$ cat src/rtl/decode_stage_hz.sv
// RISC-V instruction-decode stage: integer register file with writeback bypass,
// immediate extension, load-use hazard detection and the ID/EX pipeline register.
module decode_stage_hz #(
    parameter int XLEN  = 32,
    parameter int NREGS = 32,
    parameter int CNT_W = 16,
    localparam int AW   = $clog2(NREGS)
) (
    input  logic             clk,
    input  logic             srst,

    input  logic [31:0]      instr_d,
    input  logic [XLEN-1:0]  pc_d,
    input  logic [XLEN-1:0]  pc_plus4_d,
    input  logic             valid_d,
    input  logic             reg_write_d,
    input  logic             mem_write_d,
    input  logic             jump_d,
    input  logic             branch_d,
    input  logic             alu_src_d,
    input  logic [1:0]       result_src_d,
    input  logic [2:0]       alu_control_d,
    input  logic [2:0]       imm_src_d,

    input  logic             reg_write_w,
    input  logic [AW-1:0]    rd_w,
    input  logic [XLEN-1:0]  result_w,

    input  logic             pc_src_e,
    input  logic             stall_ext,

    output logic [XLEN-1:0]  pc_e,
    output logic [XLEN-1:0]  pc_plus4_e,
    output logic [XLEN-1:0]  rd1_e,
    output logic [XLEN-1:0]  rd2_e,
    output logic [XLEN-1:0]  imm_ext_e,
    output logic [AW-1:0]    rs1_e,
    output logic [AW-1:0]    rs2_e,
    output logic [AW-1:0]    rd_e,
    output logic             reg_write_e,
    output logic             mem_write_e,
    output logic             jump_e,
    output logic             branch_e,
    output logic             alu_src_e,
    output logic [1:0]       result_src_e,
    output logic [2:0]       alu_control_e,
    output logic             valid_e,

    output logic             stall_f,
    output logic             stall_d,
    output logic             flush_d,
    output logic [CNT_W-1:0] stall_cnt
);

    typedef enum logic [2:0] {
        IMM_I = 3'b000,
        IMM_S = 3'b001,
        IMM_B = 3'b010,
        IMM_J = 3'b011,
        IMM_U = 3'b100
    } imm_sel_t;

    localparam logic [1:0] RES_LOAD = 2'b01;

    typedef struct packed {
        logic [XLEN-1:0] pc;
        logic [XLEN-1:0] pc_plus4;
        logic [XLEN-1:0] rd1;
        logic [XLEN-1:0] rd2;
        logic [XLEN-1:0] imm_ext;
        logic [AW-1:0]   rs1;
        logic [AW-1:0]   rs2;
        logic [AW-1:0]   rd;
        logic            reg_write;
        logic            mem_write;
        logic            jump;
        logic            branch;
        logic            alu_src;
        logic [1:0]      result_src;
        logic [2:0]      alu_control;
        logic            valid;
    } idex_t;

    // Register address fields; with 16 registers the top bit of each field is dropped.
    logic [AW-1:0] rs1_d;
    logic [AW-1:0] rs2_d;
    logic [AW-1:0] rd_d;

    assign rs1_d = instr_d[15 +: AW];
    assign rs2_d = instr_d[20 +: AW];
    assign rd_d  = instr_d[7  +: AW];

    logic unused_opcode;
    assign unused_opcode = ^instr_d[6:0];

    logic [XLEN-1:0] regs [NREGS];
    logic            wb_en;

    assign wb_en = reg_write_w && (rd_w != '0);

    // NOTE: sequential state is updated with non-blocking assignments only.
    // NOTE: the register file is cleared by srst, so it maps to flops, not a RAM macro.
    always_ff @(posedge clk) begin
        if (srst) begin
            for (int i = 0; i < NREGS; i++) begin
                regs[i] <= '0;
            end
        end else if (wb_en) begin
            regs[rd_w] <= result_w;
        end
    end

    logic [XLEN-1:0] rd1_d;
    logic [XLEN-1:0] rd2_d;

    // NOTE: every output of an always_comb gets a default first so no latch is inferred.
    always_comb begin
        rd1_d = '0;
        rd2_d = '0;
        if (rs1_d != '0) begin
            rd1_d = (wb_en && (rd_w == rs1_d)) ? result_w : regs[rs1_d];
        end
        if (rs2_d != '0) begin
            rd2_d = (wb_en && (rd_w == rs2_d)) ? result_w : regs[rs2_d];
        end
    end

    imm_sel_t          imm_sel;
    logic signed [31:0] imm32;
    logic [XLEN-1:0]    imm_ext_d;

    assign imm_sel = imm_sel_t'(imm_src_d);

    always_comb begin
        imm32 = '0;
        case (imm_sel)
            IMM_I:   imm32 = {{20{instr_d[31]}}, instr_d[31:20]};
            IMM_S:   imm32 = {{20{instr_d[31]}}, instr_d[31:25], instr_d[11:7]};
            IMM_B:   imm32 = {{19{instr_d[31]}}, instr_d[31], instr_d[7],
                              instr_d[30:25], instr_d[11:8], 1'b0};
            IMM_J:   imm32 = {{11{instr_d[31]}}, instr_d[31], instr_d[19:12],
                              instr_d[20], instr_d[30:21], 1'b0};
            IMM_U:   imm32 = {instr_d[31:12], 12'b0};
            default: imm32 = '0;
        endcase
    end

    // Signed size cast sign-extends to XLEN when XLEN is 64.
    assign imm_ext_d = XLEN'(imm32);

    logic lw_stall;

    assign lw_stall = valid_e && (result_src_e == RES_LOAD) && (rd_e != '0) &&
                      ((rd_e == rs1_d) || (rd_e == rs2_d));
    assign stall_f  = lw_stall | stall_ext;
    assign stall_d  = stall_f;
    assign flush_d  = pc_src_e;

    idex_t idex_d;
    idex_t idex_q;

    always_comb begin
        idex_d             = '0;
        idex_d.pc          = pc_d;
        idex_d.pc_plus4    = pc_plus4_d;
        idex_d.rd1         = rd1_d;
        idex_d.rd2         = rd2_d;
        idex_d.imm_ext     = imm_ext_d;
        idex_d.rs1         = rs1_d;
        idex_d.rs2         = rs2_d;
        idex_d.rd          = rd_d;
        idex_d.reg_write   = reg_write_d & valid_d;
        idex_d.mem_write   = mem_write_d & valid_d;
        idex_d.jump        = jump_d & valid_d;
        idex_d.branch      = branch_d & valid_d;
        idex_d.alu_src     = alu_src_d & valid_d;
        idex_d.result_src  = result_src_d & {2{valid_d}};
        idex_d.alu_control = alu_control_d & {3{valid_d}};
        idex_d.valid       = valid_d;
    end

    // An external freeze outranks a flush; a flush or load-use stall inserts a bubble.
    always_ff @(posedge clk) begin
        if (srst) begin
            idex_q <= '0;
        end else if (!stall_ext) begin
            if (pc_src_e || lw_stall) begin
                idex_q <= '0;
            end else begin
                idex_q <= idex_d;
            end
        end
    end

    always_ff @(posedge clk) begin
        if (srst) begin
            stall_cnt <= '0;
        end else if (lw_stall && !stall_ext && (stall_cnt != '1)) begin
            stall_cnt <= stall_cnt + CNT_W'(1);
        end
    end

    assign pc_e          = idex_q.pc;
    assign pc_plus4_e    = idex_q.pc_plus4;
    assign rd1_e         = idex_q.rd1;
    assign rd2_e         = idex_q.rd2;
    assign imm_ext_e     = idex_q.imm_ext;
    assign rs1_e         = idex_q.rs1;
    assign rs2_e         = idex_q.rs2;
    assign rd_e          = idex_q.rd;
    assign reg_write_e   = idex_q.reg_write;
    assign mem_write_e   = idex_q.mem_write;
    assign jump_e        = idex_q.jump;
    assign branch_e      = idex_q.branch;
    assign alu_src_e     = idex_q.alu_src;
    assign result_src_e  = idex_q.result_src;
    assign alu_control_e = idex_q.alu_control;
    assign valid_e       = idex_q.valid;

endmodule
$ cat config.mk
export PLATFORM = sky130hd
export DESIGN_NAME = decode_stage_hz
export DESIGN_NICKNAME = d
export VERILOG_FILES = /design/src/rtl/decode_stage_hz.sv
export SDC_FILE = /design/constraint.sdc
export NUM_CORES = 2
export LEC_CHECK = 0
export BUFFER_PORTS_ARGS = -buffer_cell sky130_fd_sc_hd__buf_2
export CAP_MARGIN = 25
export CORE_MARGIN = 2
export CORE_UTILIZATION = 60
export CTS_CLUSTER_DIAMETER = 200
export DETAILED_ROUTE_END_ITERATION = 7
export PLACE_DENSITY = 0.85
export SYNTH_ARGS = -nofsm -noshare
export SYNTH_HDL_FRONTEND = slang
export SYNTH_SLANG_ARGS = --single-unit
$ cat constraint.sdc
create_clock -name clk -period 2.2 [get_ports clk]
set_input_delay 0 -clock clk [delete_from_list [all_inputs] [get_ports clk]]
set_output_delay 0 -clock clk [all_outputs]
set_load 0.05 [all_outputs]
## Yosys cells after proc, flatten, opt, wreduce, memory -nomap -nowiden

Memories as Yosys holds them, arrays and structs flattened.
Cells that the tools add are included.

| word-level totals | value |
|---|---|
| output and inout bits | 205 |
| bits of input ports | 152 |
| memory bits (writable) | 1024 |
| bits in registers | 202 |
| memories kept | 1 |
| latch bits | 0 |
| ROM bits | 0 |

| operators by class | value |
|---|---|
| bitwise gates (word level) | 8 |
| muxes and demuxes | 14 |
| magnitude comparators | 0 |
| $add $sub $neg | 1 |
| multiply operators | 0 |
| divide/modulo/power cells | 0 |
| equal/unequal tests | 10 |
| reduce and logical (&&, ||, !) cells | 17 |
| shifts and indexed selects | 0 |

Memories:

| name | depth | bits a word | rd ports | clocked after memory_dff | write ports | RTL line | text |
|---|---|---|---|---|---|---|---|
| regs | 32 | 32 | 2 | 0 | 32 | 96 | `logic [XLEN-1:0] regs [NREGS];` |

Operators with widths:

| kind | number |
|---|---|
| $mux W186 | 1 |
| $mux W32 | 5 |
| $pmux W32 S5 | 1 |
| $reduce_or A32 Y1 | 1 |
| $eq A5 B5 Y1 | 4 |
| $reduce_bool A5 Y1 | 4 |
| $add A16 B1 Y16 const B | 1 |
| $ne A16 B16 Y1 const B | 1 |
| $logic_and A1 B1 Y1 | 8 |
| $eq A3 B2 Y1 const B | 2 |
| $mux W1 | 6 |
| $and A1 B1 Y1 | 5 |
| $mux W5 | 1 |
| $and A3 B3 Y3 | 1 |
| $eq A3 B1 Y1 const B | 1 |
| $eq A3 B3 Y1 const B | 1 |
| $logic_not A3 Y1 | 1 |
| $and A2 B2 Y2 | 1 |
| $eq A2 B1 Y1 const B | 1 |
| $logic_or A1 B1 Y1 | 2 |
| $logic_not A1 Y1 | 1 |
| $or A1 B1 Y1 | 1 |

## Logic depth before layout (Yosys ltp)

| logic depth | value |
|---|---|
| word-level depth | 7 |
| gate-level depth with buffers | 10 |
| depth with buffers taken out | 6 |

## Least setup slack after synthesis

No wires, ideal clock.

| timing path | value |
|---|---|
| path type | reg-to-output |
| start point | register idex_q (netlist bit rd_e[4]) |
| end point | output stall_f |
| path slack | -0.144 ns |
| arrival time | 2.344 ns |
| path buffers | 3 |
| cell stages (with the launch flop) | 9 |
| path through | dfxtp_1 -> xnor2_1 -> nand3_1 -> o22ai_2 -> nand2_1 -> clkbuf_1 -> buf_2 -> nand2_1 -> buf_4 |

| on the way | value |
|---|---|
| longest elaborated chain between the ends | 4 |
| elaborated cells between the ends (all ways) | 7 |

RTL lines:

| item | RTL line | text |
|---|---|---|
| start, declared | 160 | `idex_t idex_q;` |
| start signal, assigned | 190 | `idex_q <= idex_d;` |
| $eq A5 B5 Y1 / $reduce_bool A5 Y1 (equally long branches) | 154, 153 |  |
| $logic_or A1 B1 Y1 / $logic_and A1 B1 Y1 (equally long branches) | 154, 153 |  |
| $logic_and A1 B1 Y1 * | 153 | `assign lw_stall = valid_e && (result_src_e == RES_LOAD) && (rd_e != '0) &&` |
| $or A1 B1 Y1 * | 155 | `assign stall_f = lw_stall \| stall_ext;` |
| end, declared | 49 | `output logic stall_f,` |

Every way passes the cells marked *; elsewhere a longest branch is shown, timed or not.

==> flow_summary.yaml <==
status:
  status: "finished, violations left"
  violations: "negative setup slack"
hold_path:
  hp-start: "pc_plus4_d[21]"
  holdCritPathClass: "in -> reg"
global_route:
  grt_start_max_net_pins: 112
  grt_usage_pct: 39.47
  grt_pass1_wl_um: 308600
  overflow: 0
  grt_antenna_before_repair: 6
  first_global_vias: 48300
final_layout:
  nets: 5244
  drive_gt1_share_pct: 27.94
  syn2layout_area_growth_pct: 18.89
  finalNonFillerCells: 6575
detailed_routing:
  route.final.wire_length_um: 213000
  drtIter0Drc: 8004
  via_count: 47380
  drt_first_pass_iters: 7
  wl_per_cell_um: 32.39
  avgViaCountPerCell: 7.206
  post-route-drc-count: 0
  ant_nets: 0
yosys:
  yosys_warnings: 0
  syn_area_um2: 62220
  ys_top_cells_by_area: "edfxtp_1, mux4_2, and2_1"
  netlist_instances: 4560
  yosysTopAreaCellShare_pct: 49.42
  synth_flop_cell: "edfxtp_1"
  ys_seq_area_share_pct: 55.92
  syn_area_per_cell_um2: 13.65
  synth.distinct_cells: 53
  synth-edff-count: 1024
  synth-seq-cells: 1226
  synth_top_area_cell: "edfxtp_1"
  async_reset_ff_share_pct: 0
floorplan:
  die_y_um: 326.0
  die_w_um: 326.0
  rows: 118
  io_pins: 357
  core_area_um2: 103200
  dieArea_um2: 106300
  start_util_pct: 60.29
timing:
  finalCritPeriodShare_pct: 102.6
  finalHoldViolCount: 0
  tightestPinTransition_ns: 0.9908
  period_minus_slack_ns: 2.257
  finalSetupTns_ns: -0.1254
  hold_ws_ns: 0.02436
  finalClockSkew_ns: 0.02256
  setup-violations-final: 4
  fin_ws_ns: -0.05739
  drv_slew: 0
  fmax_mhz: 443.0
  rsz0062_at_grt: "true"
  relSlewSlack_pct: 33.59
critical_path:
  crit_type: "reg -> reg"
  crit_buf_inv: 1
  cp-startpoint: "regs[15][8]$_SDFFCE_PN0P_"
  crit_fanout: 2
  critPathCaptureType: "flip-flop"
  slowest_stage: "a2111oi_0"
  start_kind: "flip-flop"
  worstPathCellList: "mux4_2 > a22o_1 > a2111oi_0 > buf_4 > a21oi_1 > nand2_1 > a221oi_1"
  max_stage_delay_ns: 0.53
  cp.required_ns: 2.82
  crit_family: "compound AO/OA/AOI/OAI gates"
  reg2reg_slack_ns: -0.06
  worstReg2RegStart: "regs[15][8]$_SDFFCE_PN0P_"
  cp.arrival_ns: 2.88
clock_tree:
  cts_tree: "yes"
  clockBufferDepth: 3
  clk_root_buffer_cell: "clkbuf_16"
  cts_buffers: 132
  cts.sinks: 1226
  clock_latency_ns: 0.76
  cts.htree.levels: 4
  clk_pin_slew_worst_paths_ns: 0.06
flow_run:
  drv_cap: 0
pwr:
  vdd_drop_max_v: 0.0007307
  powerDensity_nw_per_um2: 767.8
  total_power_mw: 56.80
  total_leakage_power_nw: 27.52
placed_design:
  globalplace.congestion: 0.9160
  dp_hpwl_um: 127800
  dp_slack_ns: -0.4841
  dp_cells: 6190
  port_buffers: 349
report_power, final:
part           internal (mW)  switching, mW  total [mW]
sequential              26.3          0.737        27.1
clock                   12.8           9.35        22.2
combinational           3.09           4.45        7.54
state kept, by name (all words and copies together) (netlist names), 5 cells and up:
signal	cells
regs	1024
imm_ext_e	32
pc_plus4_e	32
stall_cnt	16
rd2_e	32
pc_e	32
rs1_e	5
rs2_e	5
rd1_e	32
rd_e	5
layout make-up:
| class | count | area, um2 |
|---|---|---|
| Antenna cell | 5 | 12.51 |
| Clock inverter | 52 | 538.0 |
| Inverter | 6 | 22.52 |
| Timing Repair Buffer | 861 | 7241 |
| Tap cell | 1380 | 1727 |
| Clock buffer | 181 | 3725 |
| Fill cell | 5923 | 29220 |
| Multi-Input combinational cell | 2864 | 25900 |
| Sequential cell | 1226 | 34820 |
through the flow:
stage / area, um2 / utilization, %
after detailed placement: 67780 / 65.67
after global placement: 67780 / 65.67
final: 73980 / 71.68
after floorplan: 62350 / -
after global routing: 73960 / 71.67
after CTS: 73660 / 71.37
metal layers:
layer	GRT usage, %	wire length (um)
met3	11.14	32030
met5	0	13
met2	60.58	97050
met1	48.33	66190
met4	28.37	17670
cell usage after synthesis, types with 64 or more instances:
cell type / n
nor2_1: 162
a21oi_1: 143
buf_2: 97
mux4_2: 385
a22oi_1: 158
edfxtp_1: 1024
clkbuf_1: 339
mux2i_1: 257
o221ai_1: 64
dfxtp_1: 202
and2_1: 996
nand2_1: 146
cells in the final DEF (no fill, tap or decap), types with 44 or more instances in the layout:
cell / count
clkbuf_16: 140
nor2_1: 129
a22o_1: 61
a22oi_1: 158
and2_1: 994
o221ai_1: 64
buf_2: 337
nand2_1: 143
a21oi_1: 140
o22ai_1: 63
dfxtp_1: 194
buf_4: 276
buf_12: 96
a21boi_0: 63
mux2i_1: 257
edfxtp_1: 1024
mux4_2: 385
a221oi_1: 44
dlygate4sd3_1: 144
cell families (layout without fill, tap and decap cells):
family	after synthesis	after routing	share of synthesized area, %
and+or+nand+nor	1407	1407	12.95
DFF	1226	1226	55.92
other	1	37	0.006027
xor gates and xnor gates	21	21	0.2956
adders and majority gates	1	1	0.02011
muxes	649	649	18.20
AOI/OAI and AO/OA	754	754	9.087
buffers and inverters	501	1100	3.531
final timing paths:
path / to / cells after the start
setup / recovery: rd1_e[8]$_SDFFE_PP0N_ / 7
hold / removal: pc_plus4_e[21]$_SDFFE_PP0N_ / 4
setup reg to reg: rd1_e[8]$_SDFFE_PP0N_ / 7
hold reg to reg: stall_cnt[10]$_SDFFE_PP0P_ / 2
what timing repair did:
item                       4_1_cts  5_1_grt
gates resized for setup         50       69
buffers inserted                 1        1
hold endpoints to repair      1184        0
setup endpoints to repair       24       51
pin swaps                        1        5
gates cloned                     0        1
hold buffers                   144        0
worst register-to-register path: cells and delay by family, from the launching register on:
kind / cells / cell delay, ns
AOI/OAI and AO/OA: 4 / 0.97
muxes: 1 / 0.47
DFF: 1 / 0.38
and+or+nand+nor: 1 / 0.07
buffers and inverters: 1 / 0.24
Power figures use the tool's default switching activity.
